===== config.mk =====
export PLATFORM = sky130hd
export DESIGN_NAME = traffic_light_ctrl_flat
export DESIGN_NICKNAME = d
export VERILOG_FILES = /design/src/rtl/traffic_light_ctrl_if.sv /design/src/rtl/traffic_light_ctrl.sv /design/src/flat_wrapper.sv
export SDC_FILE = /design/constraint.sdc
export NUM_CORES = 1
export LEC_CHECK = 0
export ABC_AREA = 1
export CAP_MARGIN = 20
export CORE_UTILIZATION = 57
export DETAILED_ROUTE_END_ITERATION = 10
export GPL_TIMING_DRIVEN = 0
export PLACE_DENSITY = 0.81
export SLEW_MARGIN = 10
export SYNTH_ARGS = -nofsm -noshare
export SYNTH_HDL_FRONTEND = slang
export SYNTH_SLANG_ARGS = --single-unit
export TNS_END_PERCENT = 100

===== constraint.sdc =====
create_clock -name clk -period 5.84 [get_ports clk]
set_clock_uncertainty 0.2 [all_clocks]
set_input_delay 0.584 -clock clk [delete_from_list [all_inputs] [get_ports clk]]
set_output_delay 0.584 -clock clk [all_outputs]
set_load 0.02 [all_outputs]

===== src/rtl/traffic_light_ctrl_if.sv =====
`default_nettype none
// ---------------------------------------------------------------------------
// traffic_light_ctrl_if : request inputs and lamp/status outputs of the
//                         intersection controller.  Rev 1.0
// ---------------------------------------------------------------------------
interface traffic_light_ctrl_if;
  logic       ped_req;
  logic       flash_en;
  logic       ns_red;
  logic       ns_yellow;
  logic       ns_green;
  logic       ew_red;
  logic       ew_yellow;
  logic       ew_green;
  logic       walk;
  logic       ped_ack;
  logic [2:0] state;

  modport master (
    input  ped_req, flash_en,
    output ns_red, ns_yellow, ns_green, ew_red, ew_yellow, ew_green,
    output walk, ped_ack, state
  );

  modport slave (
    output ped_req, flash_en,
    input  ns_red, ns_yellow, ns_green, ew_red, ew_yellow, ew_green,
    input  walk, ped_ack, state
  );
endinterface
`default_nettype wire


===== src/rtl/traffic_light_ctrl.sv =====
`default_nettype none
// ---------------------------------------------------------------------------
// traffic_light_ctrl : two-approach intersection controller with all-red
//                      clearance, latched pedestrian phase, night flash.  Rev 1.0
// ---------------------------------------------------------------------------
module traffic_light_ctrl #(
  parameter int GREEN_CYCLES  = 20,
  parameter int YELLOW_CYCLES = 5,
  parameter int ALLRED_CYCLES = 2,
  parameter int PED_CYCLES    = 10,
  parameter int FLASH_HALF    = 4,
  parameter int CNT_W         = 8
) (
  input  logic                 clk,
  input  logic                 reset_n,
  traffic_light_ctrl_if.master bus
);

  typedef enum logic [2:0] {
    ST_ALLRED = 3'd0,
    ST_NS_G   = 3'd1,
    ST_NS_Y   = 3'd2,
    ST_EW_G   = 3'd3,
    ST_EW_Y   = 3'd4,
    ST_PED    = 3'd5,
    ST_FLASH  = 3'd6
  } state_t;

  localparam logic [CNT_W-1:0] GREEN_LD  = CNT_W'(GREEN_CYCLES - 1);
  localparam logic [CNT_W-1:0] YELLOW_LD = CNT_W'(YELLOW_CYCLES - 1);
  localparam logic [CNT_W-1:0] ALLRED_LD = CNT_W'(ALLRED_CYCLES - 1);
  localparam logic [CNT_W-1:0] PED_LD    = CNT_W'(PED_CYCLES - 1);
  localparam logic [CNT_W-1:0] FLASH_LD  = CNT_W'(FLASH_HALF - 1);

  // next_dir encoding: 0 = NS gets the next green, 1 = EW
  state_t           r_state, w_state;
  logic [CNT_W-1:0] r_timer, w_timer;
  logic             r_next_dir, w_next_dir;
  logic             r_ped_pending, w_ped_pending;
  logic             r_flash_ph, w_flash_ph;
  logic             w_timer_zero;
  logic             w_entry;

  function automatic logic [CNT_W-1:0] load_of(input state_t s);
    case (s)
      ST_NS_G, ST_EW_G: load_of = GREEN_LD;
      ST_NS_Y, ST_EW_Y: load_of = YELLOW_LD;
      ST_PED:           load_of = PED_LD;
      ST_FLASH:         load_of = FLASH_LD;
      default:          load_of = ALLRED_LD;
    endcase
  endfunction

  always_ff @(posedge clk or negedge reset_n) begin
    if (!reset_n) begin
      r_state       <= ST_ALLRED;
      r_timer       <= ALLRED_LD;
      r_next_dir    <= 1'b0;
      r_ped_pending <= 1'b0;
      r_flash_ph    <= 1'b1;
    end else begin
      r_state       <= w_state;
      r_timer       <= w_timer;
      r_next_dir    <= w_next_dir;
      r_ped_pending <= w_ped_pending;
      r_flash_ph    <= w_flash_ph;
    end
  end

  always_comb begin
    w_state      = r_state;
    w_next_dir   = r_next_dir;
    w_timer_zero = (r_timer == '0);

    case (r_state)
      ST_ALLRED: if (w_timer_zero) begin
        if (bus.flash_en)       w_state = ST_FLASH;
        else if (r_ped_pending) w_state = ST_PED;
        else                    w_state = r_next_dir ? ST_EW_G : ST_NS_G;
      end
      // flash request cuts green short but always passes through yellow
      ST_NS_G: if (bus.flash_en || w_timer_zero) w_state = ST_NS_Y;
      ST_EW_G: if (bus.flash_en || w_timer_zero) w_state = ST_EW_Y;
      ST_NS_Y, ST_EW_Y: if (w_timer_zero) begin
        w_state    = ST_ALLRED;
        w_next_dir = ~r_next_dir;
      end
      ST_PED: if (w_timer_zero) w_state = r_next_dir ? ST_EW_G : ST_NS_G;
      ST_FLASH: if (!bus.flash_en) begin
        w_state    = ST_ALLRED;
        w_next_dir = 1'b0;
      end
      default: w_state = ST_ALLRED;
    endcase

    w_entry = (w_state != r_state);

    // FLASH is the only state that stays put at timer zero: it reloads the half-period
    if (w_entry)           w_timer = load_of(w_state);
    else if (w_timer_zero) w_timer = FLASH_LD;
    else                   w_timer = r_timer - CNT_W'(1);

    if (w_entry && w_state == ST_FLASH)            w_flash_ph = 1'b1;
    else if (r_state == ST_FLASH && w_timer_zero)  w_flash_ph = ~r_flash_ph;
    else                                           w_flash_ph = r_flash_ph;

    if (w_entry && (w_state == ST_PED || w_state == ST_FLASH))
      w_ped_pending = 1'b0;
    else if (bus.ped_req && r_state != ST_PED && r_state != ST_FLASH)
      w_ped_pending = 1'b1;
    else
      w_ped_pending = r_ped_pending;
  end

  always_comb begin
    bus.ns_red    = 1'b0;
    bus.ns_yellow = 1'b0;
    bus.ns_green  = 1'b0;
    bus.ew_red    = 1'b0;
    bus.ew_yellow = 1'b0;
    bus.ew_green  = 1'b0;
    bus.walk      = 1'b0;
    case (r_state)
      ST_NS_G: begin bus.ns_green  = 1'b1; bus.ew_red = 1'b1; end
      ST_NS_Y: begin bus.ns_yellow = 1'b1; bus.ew_red = 1'b1; end
      ST_EW_G: begin bus.ew_green  = 1'b1; bus.ns_red = 1'b1; end
      ST_EW_Y: begin bus.ew_yellow = 1'b1; bus.ns_red = 1'b1; end
      ST_PED: begin
        bus.ns_red = 1'b1;
        bus.ew_red = 1'b1;
        bus.walk   = 1'b1;
      end
      ST_FLASH: begin
        bus.ns_yellow = r_flash_ph;
        bus.ew_yellow = r_flash_ph;
      end
      default: begin bus.ns_red = 1'b1; bus.ew_red = 1'b1; end
    endcase
  end

  assign bus.ped_ack = r_ped_pending;
  assign bus.state   = r_state;

endmodule
`default_nettype wire

===== src/flat_wrapper.sv =====
// flat-port wrapper written by rule: the top's interface ports become plain ports
module traffic_light_ctrl_flat 
#(
  parameter int GREEN_CYCLES  = 20,
  parameter int YELLOW_CYCLES = 5,
  parameter int ALLRED_CYCLES = 2,
  parameter int PED_CYCLES    = 10,
  parameter int FLASH_HALF    = 4,
  parameter int CNT_W         = 8
)
  (clk, reset_n, bus_ped_req, bus_flash_en, bus_ns_red, bus_ns_yellow, bus_ns_green, bus_ew_red, bus_ew_yellow, bus_ew_green, bus_walk, bus_ped_ack, bus_state);
  traffic_light_ctrl_if bus_i ();
  input  logic clk;
  input  logic reset_n;
  input wire logic [$bits(bus_i.ped_req)-1:0] bus_ped_req;
  input wire logic [$bits(bus_i.flash_en)-1:0] bus_flash_en;
  output wire logic [$bits(bus_i.ns_red)-1:0] bus_ns_red;
  output wire logic [$bits(bus_i.ns_yellow)-1:0] bus_ns_yellow;
  output wire logic [$bits(bus_i.ns_green)-1:0] bus_ns_green;
  output wire logic [$bits(bus_i.ew_red)-1:0] bus_ew_red;
  output wire logic [$bits(bus_i.ew_yellow)-1:0] bus_ew_yellow;
  output wire logic [$bits(bus_i.ew_green)-1:0] bus_ew_green;
  output wire logic [$bits(bus_i.walk)-1:0] bus_walk;
  output wire logic [$bits(bus_i.ped_ack)-1:0] bus_ped_ack;
  output wire logic [$bits(bus_i.state)-1:0] bus_state;
  assign bus_i.ped_req = bus_ped_req;
  assign bus_i.flash_en = bus_flash_en;
  assign bus_ns_red = bus_i.ns_red;
  assign bus_ns_yellow = bus_i.ns_yellow;
  assign bus_ns_green = bus_i.ns_green;
  assign bus_ew_red = bus_i.ew_red;
  assign bus_ew_yellow = bus_i.ew_yellow;
  assign bus_ew_green = bus_i.ew_green;
  assign bus_walk = bus_i.walk;
  assign bus_ped_ack = bus_i.ped_ack;
  assign bus_state = bus_i.state;
  traffic_light_ctrl #(.GREEN_CYCLES(GREEN_CYCLES), .YELLOW_CYCLES(YELLOW_CYCLES), .ALLRED_CYCLES(ALLRED_CYCLES), .PED_CYCLES(PED_CYCLES), .FLASH_HALF(FLASH_HALF), .CNT_W(CNT_W)) u_core (.clk(clk), .reset_n(reset_n), .bus(bus_i));
endmodule

==> results.cfg, run 1 <==
[worst_setup_path]
regToRegEndpoint = u_core.r_timer[2]$_DFF_PN0_
arrival_ps = 2010
path_buf_inv = 2
crit_type = reg -> out
slowest_delay_ps = 630
start_kind = flop
crit_path_max_fanout = 8
crit_required_ps = 5060
reg2reg_slack_ps = 3440
reg2reg_from = u_core.r_timer[0]$_DFF_PN1_
critPathTopFamily = buffers and inverters
cpMaxStageDelayCell = clkdlybuf4s50_1
path_cells = inv_2 > nor2_4 > nand2_4 > o21ai_0 > clkdlybuf4s50_1
critical_path_depth = 5
startpoint = u_core.bus.state[1]$_DFF_PN0_
end_kind = output pin
ff2ff_path_depth = 13

[detailed_routing]
firstDrtPassIters = 4
post_drt_wl_per_cell_um = 12.10
drt_iter0_drc = 27
antenna_left = 0
via_per_inst = 5.310
drc_errors = 0
vias = 1062
routed_wl_mm = 2.419

[timing]
slew_violations = 0
rsz0062_at_grt = false
hold_violations = 0
fin_ws_ps = 3042
fin_setup_tns_ps = 0
fin_crit_ps = 2798
max_slew.worst_pin.slew_ps = 636.8
finalSetupViolations = 0
fmax_mhz = 357.4
finalCritPeriodShare_pct = 47.91
maxSlewHeadroom_pct = 57.41

[finish]
fill_cells = 152
finalNetCount = 181
layout-drive-gt1-share_pct = 18.86
num_antenna_cells = 0
area_delta_synth_final_pct = 19.21
final_area_um2 = 1289
finalNonFillerCells = 200

[worst_hold_path]
min_path_cells = 2
hold_path_end = u_core.r_next_dir$_DFFE_PN0P_
min_from = u_core.r_next_dir$_DFFE_PN0P_
hold_path_class = reg -> reg

[power_and_ir_drop]
p_leak_uw = 0.0006681
irDropWorstVdd_v = 0.0004143
power-per-cell-area_nw_per_um2 = 624.9

[placed_design]
routabilityCongestion = 0.8402
dpl_cell_area_um2 = 1252
dp_hpwl_mm = 1.798
io_buffers = 14
dp_slack_ps = 3364
placed_cells = 196

[synthesis]
yosysTopAreaCell = dfrtp_1
synth_most_common_cell = nand2_1
yosys_warnings = 0
synth_edf_count = 0
synth-seq-cells = 14
synth_nets = 162
syn-instance-count = 157
synth_area_um2 = 1081
synthTopCellsByCount = 39 x nand2_1, 22 x nor2_1, 19 x inv_1
ys_async_sr_fraction_pct = 100.0
ys_types = 29
avgSynthCellArea_um2 = 6.886
synth_seq_area_share_pct = 32.64
ys.flop_type = dfrtp_1
ys_top_cells_by_area = dfrtp_1 28%, nand2_1 14%, nor2_1 7.6%
synth_top_area_share_pct = 27.78

[clock_network]
cts_root_buf = clkbuf_4
clock_sinks = 14
cts_tree = done
cts-resized-gates = 0
cts_setup_buffers = 0
htreeDepth = 1
clk_latency_ps = 300
cts.hold.buffers_added = 0
cts.clk_slew.worst_paths_ps = 100
clk_path_buf_depth = 2
cts_buffers = 3

[floorplanning]
io_pins = 15
die_x_um = 45.55
dieArea_um2 = 2075
std_cell_rows = 15
die_h_um = 45.55
core_region_area_um2 = 1745
initial_core_util_pct = 61.94

[flow_run]
max-cap-violations = 0

[global_routing]
track_usage_pct = 26.76
grt_pass1_vias = 922
grt_pass1_wl_mm = 3.946
grt_max_degree = 15
grt_antenna_before_repair = 0
grt_overflow = 0

[run_status]
status = completed
power by group:
| part | internal (uW) | switching, uW | total [uW] |
|---|---|---|---|
| combinational | 200 | 355 | 555 |
| sequential | 137 | 40.0 | 177 |
| clock | 38.0 | 35.1 | 73.2 |
| total | 375 | 430 | 805 |
how the worst max path moves through the flow:
stage / slack [ps] / end
final: 3040 / bus_ns_yellow
after global routing: 2930 / bus_ns_yellow
after CTS: 3040 / bus_ns_yellow
after detailed placement: 3360 / u_core.r_timer[2]$_DFF_PN0_
after global placement: 3380 / u_core.r_timer[2]$_DFF_PN0_
after floorplan: 3650 / bus_ns_yellow
per-layer routing:
layer  GRT usage, %  up-vias  part of all wire (%)
met3          4.762        6                   3.9
met1          36.79      497                    47
met4          9.091        0                   1.5
li1               -      534                     -
met2          42.00       25                    48
met5              0        -                     0
cell type report:
type / count / area [um2] / share of cell area, %
buffer: 1 / 5.005 / 0.3883
clock buffer: 4 / 36.28 / 2.816
inverter: 23 / 88.84 / 6.893
multi-input combinational: 119 / 634.4 / 49.22
sequential: 14 / 352.8 / 27.38
tap: 25 / 31.28 / 2.427
timing repair buffer: 14 / 140.1 / 10.87
metrics by stage:
| step | hold slack [ps] | util (%) | total power, uW |
|---|---|---|---|
| finish | 377.5 | 73.84 | 805.4 |
| CTS | 376.6 | 73.84 | 804.3 |
| detailed placement | 360.0 | 71.76 | 725.6 |
| global route | 410.4 | 73.84 | 878.4 |
| floorplan | 88.41 | - | 584.6 |
| global placement | 350.8 | 71.76 | 714.8 |
sequential cells by signal, summed over array words and instances, names as in the netlist:
name and count:
u_core.bus.state 3, u_core.r_next_dir 1, u_core.r_timer 8, u_core.bus.ped_ack 1, u_core.r_flash_ph 1
worst reg2reg max path, stage by stage (launching register included):
cell,delay (ps)
dfstp_2,540
inv_1,50
ha_1,230
nand2_1,90
nor2_1,60
buf_2,180
a21oi_2,200
nand3_4,150
nand2_2,100
nand2_2,60
nor2_4,170
nand2_4,130
nand2_1,90
nand2_1,50
logic make-up (layout without fill, tap and decap cells):
kind of cell             count (synthesis)  count (layout)  share of synthesized area (%)
XOR/XNOR                                 3               3                          2.431
AND/OR/NAND/NOR                         94              94                          43.06
adder cells (fa/ha/maj)                  1               1                          1.157
AO/OA/AOI/OAI                           21              21                          12.04
flip-flops                              14              14                          32.64
buffers and inverters                   24              42                          8.681
cells in the final DEF (no fill, tap or decap), types with 4 or more instances in the layout:
| cell type | count |
|---|---|
| a21oi_1 | 6 |
| clkdlybuf4s50_1 | 14 |
| dfrtp_1 | 12 |
| inv_1 | 19 |
| nand2_1 | 39 |
| nand2_2 | 6 |
| nand3_1 | 9 |
| nor2_1 | 22 |
| nor3_1 | 4 |
| o21ai_0 | 7 |
Power figures use the tool's default switching activity.
==> run 2, diff against run 1 <==
--- a/config.mk
+++ b/config.mk
@@ -7,10 +7,10 @@
 export LEC_CHECK = 0
 export ABC_AREA = 1
 export CAP_MARGIN = 20
-export CORE_UTILIZATION = 57
+export CORE_UTILIZATION = 53
 export DETAILED_ROUTE_END_ITERATION = 10
 export GPL_TIMING_DRIVEN = 0
-export PLACE_DENSITY = 0.81
+export PLACE_DENSITY = 0.76
 export SLEW_MARGIN = 10
 export SYNTH_ARGS = -nofsm -noshare
 export SYNTH_HDL_FRONTEND = slang
==> constraint.sdc (replaced) <==
create_clock -name clk -period 2.9 [get_ports clk]
set_clock_uncertainty 0.2 [all_clocks]
set_input_delay 0.29 -clock clk [delete_from_list [all_inputs] [get_ports clk]]
set_output_delay 0.29 -clock clk [all_outputs]
set_load 0.02 [all_outputs]
==> results.cfg, run 2 (synthesis gave the netlist of run 1 again) <==
[power_and_ir_drop]
swShare_pct = 53.45
seq_power_share_pct = 22.1
p_switching_uw = 866.5
p_int_uw = 754.5
power-per-cell-area_nw_per_um2 = 1258
clkPwrFrac_pct = 9.1
irDropWorstVdd_v = 0.0007945
p_comb_share_pct = 68.8
p_leak_uw = 0.0006681

[worst_hold_path]
hold_path_class = in -> async

[finish]
num_antenna_cells = 0
fill_cells = 169
final_area_um2 = 1289
area_delta_synth_final_pct = 19.21
final_cell_mix = 39 x nand2_1, 22 x nor2_1, 19 x inv_1, 14 x clkdlybuf4s50_1, 12 x dfrtp_1
largest_reg_flops = 8
layout_commonest_cell = nand2_1
regMostFlops = u_core.r_timer
layout-drive-gt1-share_pct = 18.86
finalNonFillerCells = 200
finalNetCount = 181

[worst_setup_path]
crit_type = reg -> out
end_kind = output pin
crit_required_ps = 2410
crit_path_max_fanout = 8
arrival_ps = 2010
start_kind = flop

[timing]
maxSlewHeadroom_pct = 58.23
slew_violations = 0
finalSetupViolations = 0
rsz0062_at_grt = false
fin_setup_tns_ps = 0
fmax_mhz = 400.0
fin_crit_ps = 2500
hold_violations = 0
finalCritPeriodShare_pct = 86.21
max_slew.worst_pin.slew_ps = 624.6

[global_routing]
grt_pass1_wl_mm = 3.877
grt_overflow = 0
grt_pass1_vias = 892
track_usage_pct = 25.24
grt_max_degree = 15
grt_antenna_before_repair = 0

[detailed_routing]
vias = 1056
post_drt_wl_per_cell_um = 12.00
antenna_left = 0
drt_iter0_drc = 29
drc_errors = 0
via_per_inst = 5.280
routed_wl_mm = 2.400
firstDrtPassIters = 4

[placed_design]
dpl_cell_area_um2 = 1252
io_buffers = 14
placed_cells = 196
routabilityCongestion = 0.8221
dp_hpwl_mm = 1.840

[flow_run]
max-cap-violations = 0

[clock_network]
clock_sinks = 14
cts_tree = done
cts.clk_slew.worst_paths_ps = 100
cts_setup_buffers = 0
htreeDepth = 1
cts-resized-gates = 0
clk_latency_ps = 290
cts.hold.buffers_added = 0
cts_buffers = 3
clk_path_buf_depth = 2
cts_root_buf = clkbuf_4

[floorplanning]
die_h_um = 47.16
io_pins = 15
core_region_area_um2 = 1821
initial_core_util_pct = 59.38
dieArea_um2 = 2224
die_x_um = 47.16
std_cell_rows = 15

[run_status]
status = completed
run 2: layout make-up:
class / count / area [um2] / area share (%)
Sequential cell: 14 / 352.8 / 27.38
Buffer: 1 / 5.005 / 0.3883
Clock buffer: 4 / 36.28 / 2.816
Multi-Input combinational cell: 119 / 634.4 / 49.22
Timing Repair Buffer: 14 / 140.1 / 10.87
Inverter: 23 / 88.84 / 6.893
Tap cell: 25 / 31.28 / 2.427
run 2: through the flow:
step           utilization, %  setup slack, ps  total power, uW  hold slack, ps
2_1_floorplan               -            756.8             1177          -205.6
6_report                70.79            400.0             1621           177.0
3_5_place_dp            68.80            527.4             1468           360.2
5_1_grt                 70.79            281.3             1772           235.9
4_1_cts                 70.79            398.0             1617           205.0
3_3_place_gp            68.80            546.7             1438           350.6
run 2: power groups by stage:
stage	clock, uW	sequential [uW]	combinational, uW
global placement	0	356	1080
detailed placement	0	360	1110
CTS	147	355	1110
floorplan	0	367	810
finish	148	358	1120
global route	157	363	1250
run 2: final timing paths:
| path | start | end | slack (ps) | cells past startpoint |
|---|---|---|---|---|
| max reg2reg | u_core.r_timer[0]$_DFF_PN1_ | u_core.r_timer[2]$_DFF_PN0_ | 500 | 13 |
| min | reset_n | u_core.r_next_dir$_DFFE_PN0P_ | 180 | 1 |
| min in group clk | u_core.r_next_dir$_DFFE_PN0P_ | u_core.r_next_dir$_DFFE_PN0P_ | 370 | 2 |
| min reg2reg | u_core.r_next_dir$_DFFE_PN0P_ | u_core.r_next_dir$_DFFE_PN0P_ | 370 | 2 |
| max in group asynchronous | reset_n | u_core.r_timer[1]$_DFF_PN0_ | 1910 | 1 |
| max | u_core.bus.state[1]$_DFF_PN0_ | bus_ew_red | 400 | 6 |
run 2: critical path: stages, from the launching register on:
cell             delay, ps
dfrtp_1                490
inv_2                  170
nor2_4                  70
nand2_4                100
inv_1                   80
nor3_1                 180
clkdlybuf4s50_1        630
run 2: metal layers:
layer	GRT usage, %	vias to the layer above	wire length [um]
li1	-	537	-
met1	34.82	492	1126
met2	40.28	22	1127
met3	5.000	5	119
met4	6.857	0	27
met5	0	-	0
==> run 3, diff against run 2 <==
==> constraint.sdc (replaced) <==
create_clock -name clk -period 2.9 [get_ports clk]
set_clock_uncertainty 0.2 [all_clocks]
set_input_delay 0.29 -clock clk [delete_from_list [all_inputs] [get_ports clk]]
set_output_delay 0.29 -clock clk [all_outputs]
set_load 0.01 [all_outputs]
==> results of run 3 <==
Same layout as run 2 (identical final DEF). Status: completed.
Main changes from that run: setup slack after layout 400.0 ps -> 467.8 ps; total power 1621 uW -> 1575 uW; worst IR drop on VDD 0.0007945 V -> 0.0007944 V
